[src/rtl/player_motion_ctrl.sv]
// Two-player sprite motion controller: decodes PS/2 make/break codes into held-key
// bits and steps both sprites once per vertical-sync falling edge, clamped to the screen.
module player_motion_ctrl #(
    parameter int STEP   = 2,
    parameter int SPRITE = 32,
    parameter int X_MAX  = 640,
    parameter int Y_MAX  = 480,
    parameter int P0_X0  = 64,
    parameter int P0_Y0  = 64,
    parameter int P1_X0  = 544,
    parameter int P1_Y0  = 384
) (
    input  logic        vga_clk,
    input  logic        reset,
    input  logic [7:0]  ps2_key_data,
    input  logic        ps2_key_pressed,
    input  logic        vs_n,
    output logic [31:0] player0_x,
    output logic [31:0] player0_y,
    output logic [31:0] player1_x,
    output logic [31:0] player1_y,
    output logic        frame_tick
);

    localparam logic [10:0] STEP_W = 11'(STEP);
    localparam logic [10:0] X_LIM  = 11'(X_MAX - SPRITE);
    localparam logic [10:0] Y_LIM  = 11'(Y_MAX - SPRITE);

    localparam logic [7:0] BRK_CODE = 8'hF0;
    localparam logic [7:0] EXT_CODE = 8'hE0;

    typedef enum logic [1:0] {
        S_IDLE    = 2'd0,
        S_BRK     = 2'd1,
        S_EXT     = 2'd2,
        S_EXT_BRK = 2'd3
    } state_t;

    state_t      r_state;
    state_t      w_next_state;
    logic [7:0]  r_held;
    logic [7:0]  w_key_hit;
    logic [7:0]  w_set;
    logic [7:0]  w_clr;
    logic        r_vs_prev;
    logic        r_live;
    logic        w_tick;
    logic        r_frame_tick;
    logic [9:0]  r_p0_x;
    logic [8:0]  r_p0_y;
    logic [9:0]  r_p1_x;
    logic [8:0]  r_p1_y;

    // Held-bit layout per player: [0]=up [1]=down [2]=left [3]=right; player1 in [7:4].
    always_comb begin
        w_key_hit = 8'd0;
        case (ps2_key_data)
            8'h1D: w_key_hit[0] = 1'b1;
            8'h1B: w_key_hit[1] = 1'b1;
            8'h1C: w_key_hit[2] = 1'b1;
            8'h23: w_key_hit[3] = 1'b1;
            8'h43: w_key_hit[4] = 1'b1;
            8'h42: w_key_hit[5] = 1'b1;
            8'h3B: w_key_hit[6] = 1'b1;
            8'h4B: w_key_hit[7] = 1'b1;
            default: w_key_hit = 8'd0;
        endcase
    end

    always_comb begin
        w_next_state = r_state;
        w_set        = 8'd0;
        w_clr        = 8'd0;
        if (ps2_key_pressed) begin
            case (r_state)
                S_IDLE: begin
                    if (ps2_key_data == BRK_CODE)      w_next_state = S_BRK;
                    else if (ps2_key_data == EXT_CODE) w_next_state = S_EXT;
                    else                               w_set = w_key_hit;
                end
                S_BRK: begin
                    w_clr        = w_key_hit;
                    w_next_state = S_IDLE;
                end
                S_EXT:   w_next_state = (ps2_key_data == BRK_CODE) ? S_EXT_BRK : S_IDLE;
                default: w_next_state = S_IDLE;
            endcase
        end
    end

    always_ff @(posedge vga_clk or posedge reset) begin
        if (reset) begin
            r_state <= S_IDLE;
            r_held  <= 8'd0;
        end else begin
            r_state <= w_next_state;
            r_held  <= (r_held | w_set) & ~w_clr;
        end
    end

    // r_live masks the first cycle after release so a vs_n already low then is not an edge.
    assign w_tick = r_vs_prev & ~vs_n & r_live;

    always_ff @(posedge vga_clk or posedge reset) begin
        if (reset) begin
            r_vs_prev    <= 1'b1;
            r_live       <= 1'b0;
            r_frame_tick <= 1'b0;
        end else begin
            r_vs_prev    <= vs_n;
            r_live       <= 1'b1;
            r_frame_tick <= w_tick;
        end
    end

    function automatic logic [10:0] step_axis(input logic [10:0] pos, input logic dec,
                                              input logic inc, input logic [10:0] lim);
        logic [10:0] nxt;
        nxt = pos;
        if (dec && !inc)
            nxt = (pos < STEP_W) ? 11'd0 : pos - STEP_W;
        else if (inc && !dec)
            nxt = (pos + STEP_W > lim) ? lim : pos + STEP_W;
        return nxt;
    endfunction

    // Update happens on the edge closing the frame_tick cycle, so a key strobe in
    // that same cycle lands in r_held only after the move has used the old bits.
    always_ff @(posedge vga_clk or posedge reset) begin
        if (reset) begin
            r_p0_x <= 10'(P0_X0);
            r_p0_y <= 9'(P0_Y0);
            r_p1_x <= 10'(P1_X0);
            r_p1_y <= 9'(P1_Y0);
        end else if (r_frame_tick) begin
            r_p0_x <= 10'(step_axis({1'b0, r_p0_x}, r_held[2], r_held[3], X_LIM));
            r_p0_y <= 9'(step_axis({2'b0, r_p0_y}, r_held[0], r_held[1], Y_LIM));
            r_p1_x <= 10'(step_axis({1'b0, r_p1_x}, r_held[6], r_held[7], X_LIM));
            r_p1_y <= 9'(step_axis({2'b0, r_p1_y}, r_held[4], r_held[5], Y_LIM));
        end
    end

    assign player0_x  = {22'd0, r_p0_x};
    assign player0_y  = {23'd0, r_p0_y};
    assign player1_x  = {22'd0, r_p1_x};
    assign player1_y  = {23'd0, r_p1_y};
    assign frame_tick = r_frame_tick;

endmodule

[config.mk]
export PLATFORM = sky130hd
export DESIGN_NAME = player_motion_ctrl
export DESIGN_NICKNAME = d
export VERILOG_FILES = /design/src/rtl/player_motion_ctrl.sv
export SDC_FILE = /design/constraint.sdc
export NUM_CORES = 1
export LEC_CHECK = 0
export ABC_CLOCK_PERIOD_IN_PS = 2700
export BUFFER_PORTS_ARGS = -buffer_cell sky130_fd_sc_hd__buf_2
export CAP_MARGIN = 20
export CORE_ASPECT_RATIO = 0.7
export CORE_UTILIZATION = 52
export CTS_CLUSTER_SIZE = 14
export DETAILED_ROUTE_END_ITERATION = 10
export PLACE_DENSITY = 0.78
export RECOVER_POWER = 100
export SYNTH_ARGS = -nofsm -noshare
export SYNTH_HDL_FRONTEND = slang
export SYNTH_SLANG_ARGS = --single-unit
[constraint.sdc]
create_clock -name vga_clk -period 2.7 [get_ports vga_clk]
set_input_delay 0.54 -clock vga_clk [delete_from_list [all_inputs] [get_ports vga_clk]]
set_output_delay 0.54 -clock vga_clk [all_outputs]
set_load 0.01 [all_outputs]
==> run metrics <==
status=finished clean; Clock Path Buffers=2; CP required=2.93 ns; critical path startpoint category=flip-flop; Nets=668; area grow syn2layout=1.28%; drt pass-1 iters=5; first-pass GRT wire length=17.4 mm; CP peak stage delay=0.47 ns; RSZ-0062 raised after global routing=no; Syn Std Cell Area=4680 µm²; Initial Utilization=54.5%; ys async rst share=100%; Post-synth EDFFs=0; Slowest cell on crit path=dfrtp_2; PwrDens=556 nW/µm²; critical path class=reg -> reg; # setup viols final=0; initial antenna violation count=0; Clk pin slew, worst setup/hold paths=0.07 ns; post-route antenna net violation count=0; pin count of the biggest net entering global routing=48; P_leak=1.91 nW; GPL Wtd Cong=0.942; clock skew=0.00698 ns; min cycle time layout=2.46 ns; H-tree levels=2; highest-count cells in the layout ignoring fill and taps=95 x conb_1, 49 x nor2_1, 44 x nand2_1, 40 x o21ai_0, 38 x dfrtp_1; clk_lat worst skew=0.28 ns; remaining routing DRC violations=0; hold slack=0.353 ns; CTS tree=done; Vias per Instance=5.67; Mean Syn Cell Area=7.62 µm²; row cnt=28; Vias=4335; Slew HR=18.4%; commonest non-fill, non-tap cell in the layout=conb_1; CTS Root Cell=clkbuf_16; Port Buffer Count=46; drt total wl=10.9 mm; arrival time worst endpoint=2.68 ns; Die Height=81.4 µm; die area=9390 µm²; Worst Tran Pin Value=1.22 ns; Initial DRC Count=352; number of buffers created by CTS=5; top_reg_cell synth=dfrtp_1; Die W=115 µm; Max IR drop VDD=0.311 mV; Yosys cell types=71; CP Capture Type=flip-flop; Max-Cap Viols=0; grt ovf=0; crit path cell chain=ha_2 -> nand3_1 -> nor3_1 -> o32ai_1 -> nor4_2 -> buf_4 -> a2bb2oi_1 -> a221o_1; CTS Hold Buffers Added=0; Seq cells post-synth=47; Wirelength per Cell=14.3 µm; vias in the first global route=3634; post-synthesis sequential area ratio=25.3%; total power=2.64 mW; share of cells above drive strength 1=8.68%; Hold Crit Class=in -> reg; num ports=141; Core ar.=8580 µm²; Total GRT Usage=23.1%; Fmax=407 MHz; critical path fanouts, max=11; Final Hold Violating Endpoints=0; Final HPWL DP=8.03 mm; final period utilization=91.1%; Final Slew Violations=0; Yosys warnings=0; clock sink count=47; Total Neg Setup Slack=0 ns; Gate Count Post-Synth=614; ant diodes=0
[synth_stat cells (3+ instances only)]
master    count  area, µm²
nand4b_1      3       26.3
xnor2_1      13        114
dfrtp_1      40       1000
a21oi_1      30        150
inv_1        27        101
or3b_2        3       26.3
o21ai_0      39        195
clkbuf_1     24       90.1
and3_1        7       43.8
and4b_1       3       30.0
dfstp_2       7        184
nor4b_1       3       26.3
nand2b_1      7       43.8
o21a_1        5       37.5
nor4_1        6       37.5
a32oi_1       6       52.6
a21o_1        3       22.5
nand3_1      20        100
mux2i_1       6       60.1
nand2_1      44        165
nor2_1       49        184
nor3_1       30        150
buf_4        95        713
a31oi_1      27        169
or3_1         6       37.5
nand4_1       3       18.8
a211oi_1      3       22.5
o22ai_1       8       50.1
ha_1         12        150
o221ai_1      5       43.8
a22oi_1       4       30.0
o31ai_1       3       22.5
buf_2        10       50.1
o211ai_1      6       45.0
nor2b_1       9       56.3
[per-stage QoR]
stage	cell area [µm²]	setup WS, ns	cells	util, %
floorplan	5030	0.512	707	-
global placement	4640	0.339	755	54.1
detailed placement	4640	0.203	755	54.1
CTS	4780	0.155	763	55.7
global route	4740	0.0316	765	55.2
finish	4740	0.241	765	55.2
[worst max-delay path: cells and delay by family, from the launching register on]
kind	cells	cell delay [ns]
flip-flops	1	0.47
AO/OA/AOI/OAI	3	0.50
buffers and inverters	1	0.18
AND/OR/NAND/NOR	3	0.93
adder cells (fa/ha/maj)	1	0.32
[per-layer routing]
metal | wire length [µm] | vias up | GRT usage (%)
met5 | 0 | - | 0
met1 | 5020 | 2043 | 34.8
li1 | - | 2081 | -
met2 | 4850 | 198 | 34.5
met4 | 76 | 0 | 5.32
met3 | 994 | 13 | 3.43
[cells by family (layout without fill, tap and decap cells)]
| group | after synthesis | count (layout) | share of synthesized area [%] |
|---|---|---|---|
| flip-flops | 47 | 47 | 25.3 |
| AND/OR/NAND/NOR | 207 | 207 | 22.9 |
| buffers and inverters | 159 | 97 | 20.8 |
| XOR/XNOR | 15 | 15 | 2.81 |
| adder cells (fa/ha/maj) | 12 | 12 | 3.21 |
| AO/OA/AOI/OAI | 165 | 165 | 23.3 |
| other | 2 | 95 | 0.160 |
| multiplexers | 7 | 7 | 1.52 |
[layout make-up]
| type | count | area [µm²] |
|---|---|---|
| Timing Repair Buffer | 61 | 283 |
| Fill cell | 845 | 3840 |
| Clock buffer | 6 | 129 |
| Clock inverter | 2 | 12.5 |
| Multi-Input combinational cell | 501 | 2870 |
| Tap cell | 120 | 150 |
| Sequential cell | 47 | 1190 |
| Inverter | 28 | 105 |
[flip-flops by register name (all words and copies together) (netlist names)]
name / cells
frame_tick: 1
r_p0_y: 8
r_state: 2
r_p1_y: 8
r_held: 8
r_p0_x: 9
r_vs_prev: 1
r_live: 1
r_p1_x: 9
[path summary, 6_finish.rpt]
kind | slack (ns) | cells past startpoint | startpoint | end
min in group asynchronous | 0.65 | 3 | reset | r_p0_x[4]
max in group asynchronous | 1.24 | 3 | reset | r_p0_x[1]
setup / recovery | 0.24 | 8 | r_p0_x[1] | r_p0_x[7]
setup reg to reg | 0.24 | 8 | r_p0_x[1] | r_p0_x[7]
hold reg to reg | 0.47 | 2 | r_vs_prev | frame_tick
hold / removal | 0.35 | 1 | vs_n | r_vs_prev
[what timing repair did]
item	CTS	global route
buffers inserted	0	2
gates resized for setup	0	3
endpoints found under the setup margin	0	4
[where the power goes]
part / internal (mW) / switching [mW] / leakage (nW)
sequential: 0.809 / 0.237 / 0.560
combinational: 0.384 / 0.592 / 1.29
clock: 0.343 / 0.271 / 0.0669
(Power assumes the default switching activity.)
